<file path="src/rtl/rsa_pkg.sv">
`default_nettype none
// ============================================================================
//  Module   : rsa_pkg
//  Purpose  : Shared constants and FSM state type for the RSA modular
//             exponentiation block and its serial modular multiplier.
//  Contents : WIDTH, LATENCY, MM_CYCLES, state_t
//  Revision : 1.0 - initial release
// ============================================================================
package rsa_pkg;

  localparam int WIDTH     = 32;
  // Cycles from the start cycle of a multiply through its done cycle.
  localparam int MM_CYCLES = 33;
  // Accept edge to out_valid for valid operands: CHECK, 64 multiplies, DONE.
  localparam int LATENCY   = 2 + 2 * WIDTH * MM_CYCLES;

  typedef enum logic [2:0] {
    IDLE  = 3'd0,
    CHECK = 3'd1,
    SQR   = 3'd2,
    MUL   = 3'd3,
    DONE  = 3'd4
  } state_t;

endpackage : rsa_pkg
`default_nettype wire

</file>
<file path="src/rtl/rsa_modexp_modmul.sv">
`default_nettype none
// ============================================================================
//  Module   : rsa_modmul
//  Purpose  : Serial shift-add modular multiplier, r = a*b mod n.
//             One start cycle latches the operands, then 32 iteration cycles
//             process a from MSB to LSB. done is high in the last iteration
//             cycle, during which r already shows the final product; after
//             that r holds the product until the next start.
//             Requires b < n and n >= 1 for a fully reduced result.
//  Ports    : clk, rst_n  - clock, asynchronous active-low reset
//             start       - begin a multiply (ignored while a multiply runs)
//             a, b, n     - multiplicand, multiplier, modulus
//             r           - result
//             done        - final iteration cycle
//  Revision : 1.0 - initial release
// ============================================================================
module rsa_modmul
  import rsa_pkg::*;
(
  input  logic             clk,
  input  logic             rst_n,
  input  logic             start,
  input  logic [WIDTH-1:0] a,
  input  logic [WIDTH-1:0] b,
  input  logic [WIDTH-1:0] n,
  output logic [WIDTH-1:0] r,
  output logic             done
);

  localparam logic [4:0] LAST_ITER = 5'(MM_CYCLES - 2);

  logic             active;
  logic [4:0]       iterCnt;
  logic [WIDTH-1:0] aReg;
  logic [WIDTH-1:0] bReg;
  logic [WIDTH-1:0] nReg;
  logic [WIDTH-1:0] accReg;

  logic [WIDTH+1:0] sum;
  logic [WIDTH+1:0] red1;
  logic [WIDTH+1:0] red2;
  logic [WIDTH+1:0] nWide;
  logic [WIDTH-1:0] nextAcc;

  // With acc < n and b < n the sum stays below 3n, so two conditional
  // subtractions always bring it back into [0, n). 34 bits hold 3n.
  always_comb begin
    nWide   = {2'b00, nReg};
    sum     = {1'b0, accReg, 1'b0} + {2'b00, (aReg[WIDTH-1] ? bReg : '0)};
    red1    = (sum  >= nWide) ? (sum  - nWide) : sum;
    red2    = (red1 >= nWide) ? (red1 - nWide) : red1;
    nextAcc = red2[WIDTH-1:0];
  end

  assign done = active && (iterCnt == LAST_ITER);
  assign r    = done ? nextAcc : accReg;

  always_ff @(posedge clk or negedge rst_n) begin
    if (!rst_n) begin
      active  <= 1'b0;
      iterCnt <= '0;
      aReg    <= '0;
      bReg    <= '0;
      nReg    <= '0;
      accReg  <= '0;
    end else if (!active) begin
      if (start) begin
        active  <= 1'b1;
        iterCnt <= '0;
        aReg    <= a;
        bReg    <= b;
        nReg    <= n;
        accReg  <= '0;
      end
    end else begin
      accReg  <= nextAcc;
      aReg    <= {aReg[WIDTH-2:0], 1'b0};
      iterCnt <= iterCnt + 5'd1;
      if (done) begin
        active <= 1'b0;
      end
    end
  end

endmodule : rsa_modmul
`default_nettype wire

</file>
<file path="src/rtl/rsa_modexp.sv">
`default_nettype none
// ============================================================================
//  Module   : rsa_modexp
//  Purpose  : Constant-time RSA decryption m = c^d mod n, left-to-right
//             binary exponentiation over all 32 exponent bits. Every bit
//             costs one square and one multiply regardless of its value.
//  Ports    : clk, rst_n          - clock, asynchronous active-low reset
//             in_valid, in_ready  - operand handshake (n, d, c)
//             m, err              - result and invalid-operand flag
//             out_valid,out_ready - result handshake
//             busy                - high whenever not IDLE
//  Revision : 1.0 - initial release
// ============================================================================
module rsa_modexp
  import rsa_pkg::*;
(
  input  logic             clk,
  input  logic             rst_n,
  input  logic             in_valid,
  output logic             in_ready,
  input  logic [WIDTH-1:0] n,
  input  logic [WIDTH-1:0] d,
  input  logic [WIDTH-1:0] c,
  output logic [WIDTH-1:0] m,
  output logic             err,
  output logic             out_valid,
  input  logic             out_ready,
  output logic             busy
);

  state_t           state;
  state_t           stateNext;

  logic [WIDTH-1:0] nReg;
  logic [WIDTH-1:0] dReg;
  logic [WIDTH-1:0] cReg;
  logic [WIDTH-1:0] acc;
  logic [4:0]       bitIdx;
  logic             launched;
  logic [WIDTH-1:0] mReg;
  logic             errReg;
  logic             outValid;

  logic             badOperands;
  logic             mmStart;
  logic [WIDTH-1:0] mmB;
  logic [WIDTH-1:0] mmR;
  logic             mmDone;
  logic             curBit;

  assign badOperands = (nReg < 32'd2) || (cReg >= nReg);
  assign curBit      = dReg[bitIdx];

  // Each SQR/MUL state issues exactly one start in its first cycle; the
  // multiplier is idle then because its done edge is also our state change.
  assign mmStart = ((state == SQR) || (state == MUL)) && !launched;
  assign mmB     = (state == MUL) ? cReg : acc;

  rsa_modmul u_modmul (
    .clk   (clk),
    .rst_n (rst_n),
    .start (mmStart),
    .a     (acc),
    .b     (mmB),
    .n     (nReg),
    .r     (mmR),
    .done  (mmDone)
  );

  always_ff @(posedge clk or negedge rst_n) begin
    if (!rst_n) begin
      state <= IDLE;
    end else begin
      state <= stateNext;
    end
  end

  always_comb begin
    stateNext = state;
    case (state)
      IDLE:    if (in_valid) stateNext = CHECK;
      CHECK:   stateNext = badOperands ? DONE : SQR;
      SQR:     if (mmDone) stateNext = MUL;
      MUL:     if (mmDone) stateNext = (bitIdx == 5'd0) ? DONE : SQR;
      DONE:    if (outValid && out_ready) stateNext = IDLE;
      default: stateNext = IDLE;
    endcase
  end

  always_ff @(posedge clk or negedge rst_n) begin
    if (!rst_n) begin
      nReg     <= '0;
      dReg     <= '0;
      cReg     <= '0;
      acc      <= '0;
      bitIdx   <= '0;
      launched <= 1'b0;
      mReg     <= '0;
      errReg   <= 1'b0;
      outValid <= 1'b0;
    end else begin
      if (mmStart) begin
        launched <= 1'b1;
      end else if (mmDone) begin
        launched <= 1'b0;
      end

      // out_valid trails DONE entry by one cycle and drops on the handshake.
      outValid <= (state == DONE) && !(outValid && out_ready);

      case (state)
        IDLE: begin
          if (in_valid) begin
            nReg   <= n;
            dReg   <= d;
            cReg   <= c;
            bitIdx <= 5'(WIDTH - 1);
            errReg <= 1'b0;
          end
        end
        CHECK: begin
          if (badOperands) begin
            errReg <= 1'b1;
            mReg   <= '0;
          end else begin
            acc <= {{(WIDTH-1){1'b0}}, 1'b1};
          end
        end
        SQR: begin
          if (mmDone) begin
            acc <= mmR;
          end
        end
        MUL: begin
          if (mmDone) begin
            // The product is always computed; only its use depends on d.
            if (curBit) begin
              acc <= mmR;
            end
            if (bitIdx == 5'd0) begin
              mReg <= curBit ? mmR : acc;
            end else begin
              bitIdx <= bitIdx - 5'd1;
            end
          end
        end
        default: ;
      endcase
    end
  end

  assign in_ready  = (state == IDLE);
  assign busy      = (state != IDLE);
  assign out_valid = outValid;
  assign m         = mReg;
  assign err       = errReg;

endmodule : rsa_modexp
`default_nettype wire
</file>
<file path="config.mk">
export PLATFORM = sky130hd
export DESIGN_NAME = rsa_modexp
export DESIGN_NICKNAME = d
export VERILOG_FILES = /design/src/rtl/rsa_pkg.sv /design/src/rtl/rsa_modexp_modmul.sv /design/src/rtl/rsa_modexp.sv
export SDC_FILE = /design/constraint.sdc
export NUM_CORES = 1
export LEC_CHECK = 0
export CAP_MARGIN = 20
export CORE_AREA = 2 2 225 227
export DETAILED_ROUTE_END_ITERATION = 10
export DIE_AREA = 0 0 227 229
export HOLD_SLACK_MARGIN = 0.15
export PLACE_DENSITY = 0.6
export SETUP_SLACK_MARGIN = 0.2
export SLEW_MARGIN = 20
export SYNTH_ARGS = -nofsm -noshare
export SYNTH_HDL_FRONTEND = slang
export SYNTH_SLANG_ARGS = --single-unit
</file>
<file path="constraint.sdc">
create_clock -name clk -period 12.5 [get_ports clk]
set_input_delay 2.5 -clock clk [delete_from_list [all_inputs] [get_ports clk]]
set_output_delay 2.5 -clock clk [all_outputs]
set_load 0.005 [all_outputs]
</file>
==> metrics.csv <==
stage;metric;value;unit
logic_synthesis;syn-instance-count;2208;
worst_setup_path;crit_type;register to register;
logic_synthesis;synth_xor_xnor_area_share;3.85;%
floorplan;ios;136;
floorplan;die_area;0.0520;mm^2
cells_and_area;nNetsFinal;2513;
cts;htree_levels;1;
grt;track_usage;23.6;%
logic_synthesis;avgSynthCellArea;8.85;um^2
timing;slew_viol_final;0;
routing;firstDrtPassIters;7;
cts;clk_path_buf_depth;3;
grt;grt-ovfl-total;0;
worst_setup_path;startpoint;u_modmul.aReg[31];
timing;hold-worst-slack;473;ps
floorplan;die_w;227;um
cts;cts_tree;done;
routing;vias_per_cell;5.59;
timing;slew_headroom;28.3;%
logic_synthesis;synth_edf_count;0;
cts;clock-sinks;305;
grt;grt_first_pass_wirelength;95400;um
floorplan;start_util;39.3;%
floorplan;core;0.0497;mm^2
timing;setup_viol;0;
grt;grt_max_degree;130;
timing;hold_viol;0;
placed_design;gp_congestion;0.959;
logic_synthesis;syn_nets;2441;
logic_synthesis;synth_area;0.0195;mm^2
cells_and_area;fill_cells;4890;
worst_setup_path;startpoint_type;register;
placed_design;place_hpwl;46400;um
routing;drcViolationCount;0;
worst_setup_path;timing.critical_path.mode_cell;ha_1;
logic_synthesis;yosysUniqueCellTypes;80;
cells_and_area;final_layout_size_suffix_gt1_share;6.08;%
timing;fin_crit;9940;ps
timing;skew;21.0;ps
worst_setup_path;r2r-start;u_modmul.aReg[31];
grt;antenna_found_initial;1;
cts;cts-resized-gates;0;
floorplan;row_count;82;
cts;cts_setup_buffers;0;
logic_synthesis;yosysWarnings;0;
job;max-cap-violations;0;
routing;vias;16634;
logic_synthesis;synthSimpleGateAreaFrac;16.7;%
cts;cts-root-buf;clkbuf_16;
logic_synthesis;ys_seq_area_share;39.1;%
logic_synthesis;synth_mux_area_share;8.69;%
logic_synthesis;async_flop_share;100;%
cts;clock_latency;570;ps
worst_setup_path;cp-endpoint;m[17];
logic_synthesis;synth_compound_area_share;18.7;%
placed_design;io_buffer_count;135;
cts;path_clk_slew;70;ps
logic_synthesis;synth_top_family_by_area;compound AO/OA/AOI/OAI gates;
worst_setup_path;worstPathRequired;12910;ps
worst_setup_path;reg2regPathDepth;34;
worst_setup_path;crit_slowest_cell;nor2_8;
routing;wire_per_inst;20.5;um
outcome;status;completed;
worst_setup_path;worstPathMaxFanout;35;
logic_synthesis;synth_adder_area_share;8.63;%
grt;grt_pass1_vias;16389;
worst_setup_path;r2r_end;m[17];
cells_and_area;layout-area-overhead-vs-synth;15.2;%
routing;drtAntennaViolNets;0;
timing;tns;0;ps
worst_setup_path;slowest_delay;720;ps
logic_synthesis;ys.flop_type;dfrtp_1;
routing;drt_iter0_markers;1326;
timing;min_period_over_period;79.6;%
worst_setup_path;crit_arrival;10360;ps
floorplan;die_y;229;um
routing;routed_wl;61100;um
worst_setup_path;endpoint_kind;register;
cells_and_area;antennaDiodeCount;0;
logic_synthesis;ys_ff_latch;305;
timing;fmax;101;MHz
hold_path;hold_path.class;register to register;
cts;cts_buffers;30;
cts;cts_hold_buf;0;
timing;rsz0062_at_grt;false;
hold_path;whs_path_depth;2;
timing;worst_pin_slew;1080;ps
worst_setup_path;r2r_setup_slack;2560;ps
==> state kept, by name (all words and copies together), names as in the netlist <==
register,cells
u_modmul.nReg,32
u_modmul.aReg,32
cReg,32
bitIdx,5
u_modmul.bReg,32
nReg,32
dReg,32
launched,1
acc,32
u_modmul.accReg,32
u_modmul.active,1
u_modmul.iterCnt,5
err,1
out_valid,1
m,32
state,3
==> how the worst min path moves through the flow <==
stage	startpoint	endpoint	slack, ps
6_report	dReg[14]	dReg[14]	470
5_1_grt	dReg[14]	dReg[14]	490
4_1_cts	dReg[14]	dReg[14]	480
3_5_place_dp	dReg[14]	dReg[14]	460
3_3_place_gp	dReg[31]	dReg[31]	450
2_1_floorplan	dReg[10]	dReg[10]	440
==> worst max-delay path, delay by kind of cell (launching register included) <==
family | cells | cell delay [ps]
AOI/OAI and AO/OA | 14 | 3210
muxes | 3 | 1300
adders and majority gates | 5 | 1520
DFF | 1 | 390
and+or+nand+nor | 10 | 3050
buffers and inverters | 2 | 280
==> layout make-up <==
| type | count | area, um^2 | share of cell area, % |
|---|---|---|---|
| Clock buffer | 44 | 925 | 4.11 |
| Timing Repair Buffer | 153 | 1500 | 6.64 |
| Multi-Input combinational cell | 1694 | 11100 | 49.3 |
| Sequential cell | 305 | 7640 | 33.9 |
| Inverter | 96 | 360 | 1.60 |
| Tap cell | 672 | 841 | 3.74 |
| Clock inverter | 12 | 148 | 0.656 |
==> cell usage after synthesis (all sizes together) (5+ instances only) <==
master / number / area (um^2)
a211oi: 20 / 160
a32o: 5 / 50.1
nand3: 33 / 175
clkbuf: 91 / 342
buf: 22 / 138
a22oi: 11 / 82.6
a21oi: 144 / 724
o31a: 5 / 43.8
a22o: 11 / 96.3
nand2: 436 / 1640
xor2: 34 / 298
and3: 14 / 87.6
nand4: 21 / 131
o21bai: 11 / 82.6
nor2: 126 / 489
nor4: 12 / 75.1
dfrtp: 305 / 7630
a31oi: 14 / 100
a21o: 73 / 548
o21ai: 192 / 961
mux2i: 113 / 1130
nand2b: 18 / 113
xnor2: 52 / 455
o211ai: 11 / 87.6
and2: 38 / 238
mux2: 27 / 342
nor3: 21 / 105
a211o: 7 / 61.3
mux4: 10 / 225
ha: 130 / 1630
a221o: 6 / 60.1
nor2b: 14 / 87.6
inv: 96 / 360
a32oi: 13 / 114
o21a: 15 / 113
==> through the flow <==
stage | cells | setup slack [ps] | area [um^2] | util [%]
2_1_floorplan | 2208 | 4620 | 19500 | -
3_3_place_gp | 2920 | 2770 | 21400 | 43.1
3_5_place_dp | 2920 | 2620 | 21400 | 43.1
4_1_cts | 2976 | 2600 | 22500 | 45.3
5_1_grt | 2976 | 1820 | 22500 | 45.3
6_report | 2976 | 2560 | 22500 | 45.3
==> cell usage in the layout (no fill, tap or decap), types with 31 or more instances in the layout <==
cell type        Yosys  routed
a21o_1              73      73
xor2_1              34      34
and2_1              38      37
xnor2_1             52      52
nor2_1             125     123
inv_1               96      96
clkbuf_16            0      31
dfrtp_1            305     304
nand3_1             31      31
clkdlybuf4s50_1      0     134
ha_1               130     130
a21oi_1            143     143
mux2i_1            113     112
nand2_1            436     434
o21ai_0            165     165
==> layer usage <==
metal | vias up | global-route usage (%) | share of wire, %
li1 | 7894 | - | -
met1 | 8145 | 35.9 | 49
met2 | 517 | 35.3 | 43
met3 | 78 | 2.82 | 5.9
met4 | 0 | 6.33 | 2.6
met5 | - | 0 | 0
==> logic make-up after synthesis <==
family / after synthesis
simple gates: 751
compound gates: 574
flops: 305
buf+inv: 209
mux: 150
fa+ha+maj: 133
xor+xnor: 86
Power is not shown: default switching activity piles up to over one toggle a cycle in this logic, so the estimate is an artifact.
